$ cat config.mk
export PLATFORM = sky130hd
export DESIGN_NAME = alu_result_buffer
export DESIGN_NICKNAME = d
export VERILOG_FILES = /design/src/rtl/alu_result_buffer.sv
export SDC_FILE = /design/constraint.sdc
export NUM_CORES = 1
export LEC_CHECK = 0
export ABC_AREA = 1
export CAP_MARGIN = 20
export CORE_UTILIZATION = 57
export DETAILED_ROUTE_END_ITERATION = 16
export PLACE_DENSITY = 0.8
export SLEW_MARGIN = 20
export SYNTH_ARGS = -nofsm -noshare
export SYNTH_HDL_FRONTEND = slang
export SYNTH_SLANG_ARGS = --single-unit
$ cat constraint.sdc
create_clock -name clk -period 3.4 [get_ports clk]
set_input_delay 0.51 -clock clk [delete_from_list [all_inputs] [get_ports clk]]
set_output_delay 0.51 -clock clk [all_outputs]
set_load 0.005 [all_outputs]
$ cat src/rtl/alu_result_buffer.sv
// Output buffer behind the 8-bit ALU: a small FIFO of {carry,result} entries with
// push/stop handshakes on both sides, a running delivery checksum and a sticky drop flag.
module alu_result_buffer #(
  parameter int DW    = 8,
  parameter int DEPTH = 4
) (
  input  logic                     clk,
  input  logic                     rst,
  input  logic                     pushin,
  input  logic                     cin,
  input  logic [DW-1:0]            zin,
  output logic                     stopout,
  output logic                     pushout,
  output logic                     cout,
  output logic [DW-1:0]            z,
  input  logic                     stopin,
  output logic [$clog2(DEPTH):0]   level,
  output logic [15:0]              sum,
  output logic                     drop_err
);

  localparam int AW = $clog2(DEPTH);
  localparam int LW = AW + 1;
  localparam int EW = DW + 1;

  logic [EW-1:0] mem_q [DEPTH];
  logic [AW-1:0] wr_ptr_q, wr_ptr_d;
  logic [AW-1:0] rd_ptr_q, rd_ptr_d;
  logic [LW-1:0] level_q, level_d;
  logic [15:0]   sum_q, sum_d;
  logic          drop_err_q, drop_err_d;
  logic          accept, deliver;
  logic [EW-1:0] head;

  // Handshake: a transfer happens on an edge where the sender's push is high and the
  // receiver's stop is low; push/data must stay stable while stop holds them off.
  // Both stop and push here come only from registered occupancy, never from stopin.
  assign stopout = (level_q == LW'(DEPTH));
  assign pushout = (level_q != '0);
  assign accept  = pushin & ~stopout;
  assign deliver = pushout & ~stopin;

  assign head      = mem_q[rd_ptr_q];
  assign {cout, z} = pushout ? head : '0;

  assign level    = level_q;
  assign sum      = sum_q;
  assign drop_err = drop_err_q;

  always_comb begin
    wr_ptr_d   = wr_ptr_q;
    rd_ptr_d   = rd_ptr_q;
    level_d    = level_q;
    sum_d      = sum_q;
    drop_err_d = drop_err_q | (pushin & stopout);
    if (accept)  wr_ptr_d = wr_ptr_q + AW'(1);
    if (deliver) begin
      rd_ptr_d = rd_ptr_q + AW'(1);
      sum_d    = sum_q + 16'(head);
    end
    case ({accept, deliver})
      2'b10:   level_d = level_q + LW'(1);
      2'b01:   level_d = level_q - LW'(1);
      default: level_d = level_q;
    endcase
  end

  always_ff @(posedge clk or negedge rst) begin
    if (!rst) begin
      wr_ptr_q   <= '0;
      rd_ptr_q   <= '0;
      level_q    <= '0;
      sum_q      <= '0;
      drop_err_q <= 1'b0;
    end else begin
      wr_ptr_q   <= wr_ptr_d;
      rd_ptr_q   <= rd_ptr_d;
      level_q    <= level_d;
      sum_q      <= sum_d;
      drop_err_q <= drop_err_d;
    end
  end

  // Storage needs no reset: pointers and level define which entries are live.
  always_ff @(posedge clk) begin
    if (accept) mem_q[wr_ptr_q] <= {cin, zin};
  end

endmodule

==> results of run 1 <==
-- stage by stage --
stage / util, % / hold WS [ns] / total power [µW]
after global routing: 70.92 / 0.5103 / 4409
after floorplan: - / 0.2144 / 2684
after detailed placement: 67.72 / 0.4629 / 3472
after CTS: 70.92 / 0.4784 / 4064
after global placement: 67.72 / 0.4385 / 3386
final: 70.92 / 0.4676 / 4058
-- area by class of cell --
| type | count | area [µm²] |
|---|---|---|
| flip-flops and latches | 60 | 1682 |
| fillers | 458 | 1592 |
| multi-input cells | 249 | 1306 |
| repair buffers | 44 | 437.9 |
| inverters | 48 | 190.2 |
| clock buffers | 9 | 123.9 |
| well taps | 72 | 90.09 |
| clock inverters | 7 | 51.30 |
-- flip-flops by register name, indices dropped and copies added, names as in the netlist --
signal    count
level         3
drop_err      1
rd_ptr_q      2
wr_ptr_q      2
mem_q        36
sum          16
-- logic make-up (layout without fill, tap and decap cells) --
family,after synthesis,count (layout)
simple gates,191,191
flops,60,60
buf+inv,54,108
compound gates,36,36
fa+ha+maj,16,16
xor+xnor,6,6
-- worst max-delay path, stage by stage, from the launching register on --
cell	delay (ns)
dfrtp_1	0.60
inv_2	0.36
nand2_1	0.11
a32oi_2	0.23
inv_1	0.12
nor2_1	0.11
clkdlybuf4s50_1	0.51
-- cell usage after synthesis, drive strengths merged (2+ instances only) --
cell | n | area (µm²)
xnor2 | 2 | 17.52
nor3 | 2 | 20.02
edfxtp | 36 | 1081
xor2 | 4 | 35.03
buf | 6 | 53.79
inv | 47 | 186.4
o21ai | 21 | 105.1
a21oi | 13 | 65.06
fa | 2 | 40.04
nor2 | 50 | 192.7
ha | 14 | 175.2
nand3b | 7 | 52.55
dfrtp | 24 | 600.6
nand3 | 22 | 137.6
nand2 | 109 | 435.4
-- where the power goes --
part           internal, µW  leakage (µW)  switching, µW  total [µW]
Sequential              997      0.000621            195        1190
Combinational           974       0.00104           1320        2290
Clock                   265     0.0000755            309         573
-- routing by layer --
layer  vias to the layer above  GRT usage, %  share of wire, %
met5                         -             0                 0
met4                         0         10.19               1.4
met3                        13         5.476               3.7
met2                        62         46.19                53
met1                      1209         29.25                41
li1                       1264             -                 -
-- final timing paths --
path,slack [ns],endpoint,cells after the start
min reg2reg,0.47,drop_err,1
min in group asynchronous,0.54,sum[15],2
max in group asynchronous,2.61,wr_ptr_q[1],2
min,0.47,drop_err,1
max reg2reg,0.63,sum[12],16
max,0.50,z[1],6
==> run metrics, run 1 <==
Most used DFF post-synth edfxtp_1; syn_nets 392; VDD IR max 0.5442 mV; post-route minimum period 2.903 ns; Syn Std Cell Area 0.003232 mm²; RSZ-0062 raised after global routing no; Rel. slew slack 39.78%; endpoints failing setup 0; Die Wd 77.30 µm; fin crit share 85.39%; number of global-route vias before repair 2533; diode count 0; post-detail-place hpwl 5031 µm; post-synthesis simple-gate area fraction 26.13%; row cnt 27; fmax 344.4 MHz; commonest non-fill, non-tap cell in the layout nand2_1; clock slew at the register clock pins of the worst setup and hold paths 0.08 ns; fin cells 489; post-synthesis xor/xnor area fraction 1.626%; multiplexer area fraction after synthesis 0%; Synth Area in Adders 6.659%; Mapped Cells 363; main combinational cell family by area after synthesis simple AND/OR/NAND/NOR gates; post-cts resize count 0; clock skew 0.006548 ns; outcome completed; number of synthesized flops with an enable pin 36; Setup Total Neg Slack 0 ns; Synth Area in Compound Gates 6.001%; Antenna Nets Post-Route 0; vias 2548; Slew @ Worst Pin 0.9000 ns; Wirelength per Cell 14.25 µm; H-tree Lvls 3; fraction of layout cells with a size suffix above 1 8.153%; Hold Path Class flip-flop to flip-flop; PwrDens 1046 mW/mm²; Synth warnings 0; # nets final 441; grt ovf 0; initial DRC count 111; LEAKAGE 0.001740 µW; ys async rst share 40.00%; Post-CTS Setup Bufs 0; #FFs+latches synth 60; fin area 0.003881 mm²; fin worst setup slack 0.4968 ns; TritonCTS clock tree built; die area 0.005975 mm²; WP data required 2.89 ns; Placer Congestion 0.8229; critical path startpoint category flip-flop; worst setup path startpoint rd_ptr_q[0]; DRC 0; Bufs on Longest Clock Path 2; port bufs 43; Die Ht 77.30 µm; crit path DAT 2.39 ns; sinks on the clock net 60; Avg Inst Size Synth 8.903 µm²; count of final max-slew check failures 0; I/O Pins 44; initial antenna violation count 0; CTS Buf Count 9; largest net degree at the start of global routing 25; gr usage total 25.60%; pre-CTS setup slack 0.6894 ns; RR Startpoint rd_ptr_q[0]; Netlist cell types 31; Area after DPL 0.003706 mm²; Final Hold Fails 0; Post-CTS Hold Buffers 0; initial cell density of the core 59.05%; Core Area 0.005473 mm²; clock root buffer clkbuf_8; dpl cells 473; register area share after synthesis 52.03%; worst hold start drop_err; Max-cap violations 0; Area Overhead vs Synth 20.09%; endpoint class of the critical path output port; Worst-Skew Late Latency 0.34 ns; Crit Path Category flip-flop to output port; commonest cells after routing, fill and taps aside 106 x nand2_1, 48 x nor2_1, 43 x clkdlybuf4s50_1, 42 x inv_1, 36 x edfxtp_1; WL final 6970 µm; global-route wire length before repair 11410 µm; vias per std cell 5.211; CP max FO 20; TritonRoute pass-1 iters 5
Power figures use the tool's default switching activity.
==> inputs of run 2 (changes only) <==
--- a/config.mk
+++ b/config.mk
@@ -9,7 +9,9 @@
 export CAP_MARGIN = 20
 export CORE_UTILIZATION = 57
 export DETAILED_ROUTE_END_ITERATION = 16
+export MAX_ROUTING_LAYER = met4
 export PLACE_DENSITY = 0.8
+export SETUP_SLACK_MARGIN = 0.3
 export SLEW_MARGIN = 20
 export SYNTH_ARGS = -nofsm -noshare
 export SYNTH_HDL_FRONTEND = slang
==> run 2 against run 1 <==
  * Hold slack barely moved
  * Via count grew 0.59%
  * Sequential share of layout area stayed put
  * Setup slack better by 0.0086 ns
  * Wire length down 0.47%
  * Highest routed layer unchanged
==> run metrics, run 2 (same netlist as run 1, synthesis figures left out) <==
CTS Buf Count 9; TritonCTS clock tree built; fin area 0.003881 mm²; WL final 6937 µm; PwrDens 1044 mW/mm²; crit path DAT 2.38 ns; Bufs on Longest Clock Path 2; post-route minimum period 2.895 ns; initial cell density of the core 59.05%; register area 0.001682 mm²; largest net degree at the start of global routing 25; pre-CTS setup slack 0.6894 ns; post-detail-place hpwl 5031 µm; filler instances 458; critical path startpoint category flip-flop; diode count 0; Final Hold Fails 0; Max-cap violations 0; Crit Path Category flip-flop to output port; initial DRC count 148; fmax 345.5 MHz; vias per std cell 5.241; RSZ-0062 raised after global routing no; Antenna Nets Post-Route 0; fin worst setup slack 0.5054 ns; Post-CTS Setup Bufs 0; Hold WS 0.4676 ns; count of final max-slew check failures 0; fin crit share 85.14%; initial antenna violation count 0; Worst-Skew Late Latency 0.33 ns; vias 2563; Setup Total Neg Slack 0 ns; gr usage total 26.35%; Tot Pwr 4053 µW; Placer Congestion 0.8353; # nets final 441; Wirelength per Cell 14.19 µm; Post-CTS Hold Buffers 0; die area 0.005975 mm²; Area Overhead vs Synth 20.09%; WP data required 2.89 ns; endpoint class of the critical path output port; port bufs 43; outcome completed; clock slew at the register clock pins of the worst setup and hold paths 0.08 ns; Rel. slew slack 39.82%; commonest non-fill, non-tap cell in the layout nand2_1; Largest register FFs 36; post-cts resize count 0; number of global-route vias before repair 2536; DRC 0; clock root buffer clkbuf_8; row cnt 27; worst hold start drop_err; Core Area 0.005473 mm²; sinks on the clock net 60; RR Startpoint rd_ptr_q[0]; Area after DPL 0.003706 mm²; grt ovf 0; Die Ht 77.30 µm; TritonRoute pass-1 iters 4; clock skew 0.006393 ns; endpoints failing setup 0; Largest Register mem_q; Hold Path Class flip-flop to flip-flop; area of the multi-input gates 0.001306 mm²; Die Wd 77.30 µm; worst setup path startpoint rd_ptr_q[0]; LEAKAGE 0.001740 µW; commonest cells after routing, fill and taps aside 106 x nand2_1, 48 x nor2_1, 43 x clkdlybuf4s50_1, 42 x inv_1, 36 x edfxtp_1; global-route wire length before repair 11400 µm; fraction of layout cells with a size suffix above 1 8.153%; H-tree Lvls 3; VDD IR max 0.5397 mV; CP max FO 20; Slew @ Worst Pin 0.8994 ns; I/O Pins 44
[run 2: cell counts in the layout (fill, tap and decap cells not counted)]
Identical to the previous run, type by type.
[run 2: critical path, stage by stage (launching register included)]
cell,delay (ns)
dfrtp_1,0.60
inv_2,0.35
nand2_1,0.11
a32oi_2,0.24
inv_1,0.12
nor2_1,0.11
clkdlybuf4s50_1,0.51
[run 2: power breakdown]
part	leakage, µW	total, µW	internal, µW	switching, µW
sequential	0.000621	1190	998	195
clock	0.0000755	572	265	307
combinational	0.00104	2290	974	1310
total	0.00174	4050	2240	1820
[run 2: layout make-up]
class,instances,area share [%]
Clock buffer,9,3.191
Clock inverter,7,1.322
Inverter,48,4.900
Multi-Input combinational cell,249,33.66
Sequential cell,60,43.33
Tap cell,72,2.321
Timing Repair Buffer,44,11.28
[run 2: path summary, 6_finish.rpt]
check	to	slack, ns	cells after the start
worst max-delay path	z[1]	0.51	6
worst min-delay path	drop_err	0.47	1
worst max register to register	sum[12]	0.64	16
worst min register to register	drop_err	0.47	1
max in group asynchronous	wr_ptr_q[1]	2.61	2
min in group asynchronous	sum[15]	0.54	2
[run 2: metrics by stage]
step                      utilization [%]  cells
after global routing                70.92    489
after global placement              67.72    473
final                               70.92    489
after floorplan                         -    363
after detailed placement            67.72    473
after CTS                           70.92    489
[run 2: per-layer routing]
layer	up-vias	routed length [µm]	global-route usage [%]
met5	-	0	-
met4	0	97	10.19
met3	10	316	5.595
met2	69	3717	46.28
met1	1219	2805	29.09
li1	1265	-	-
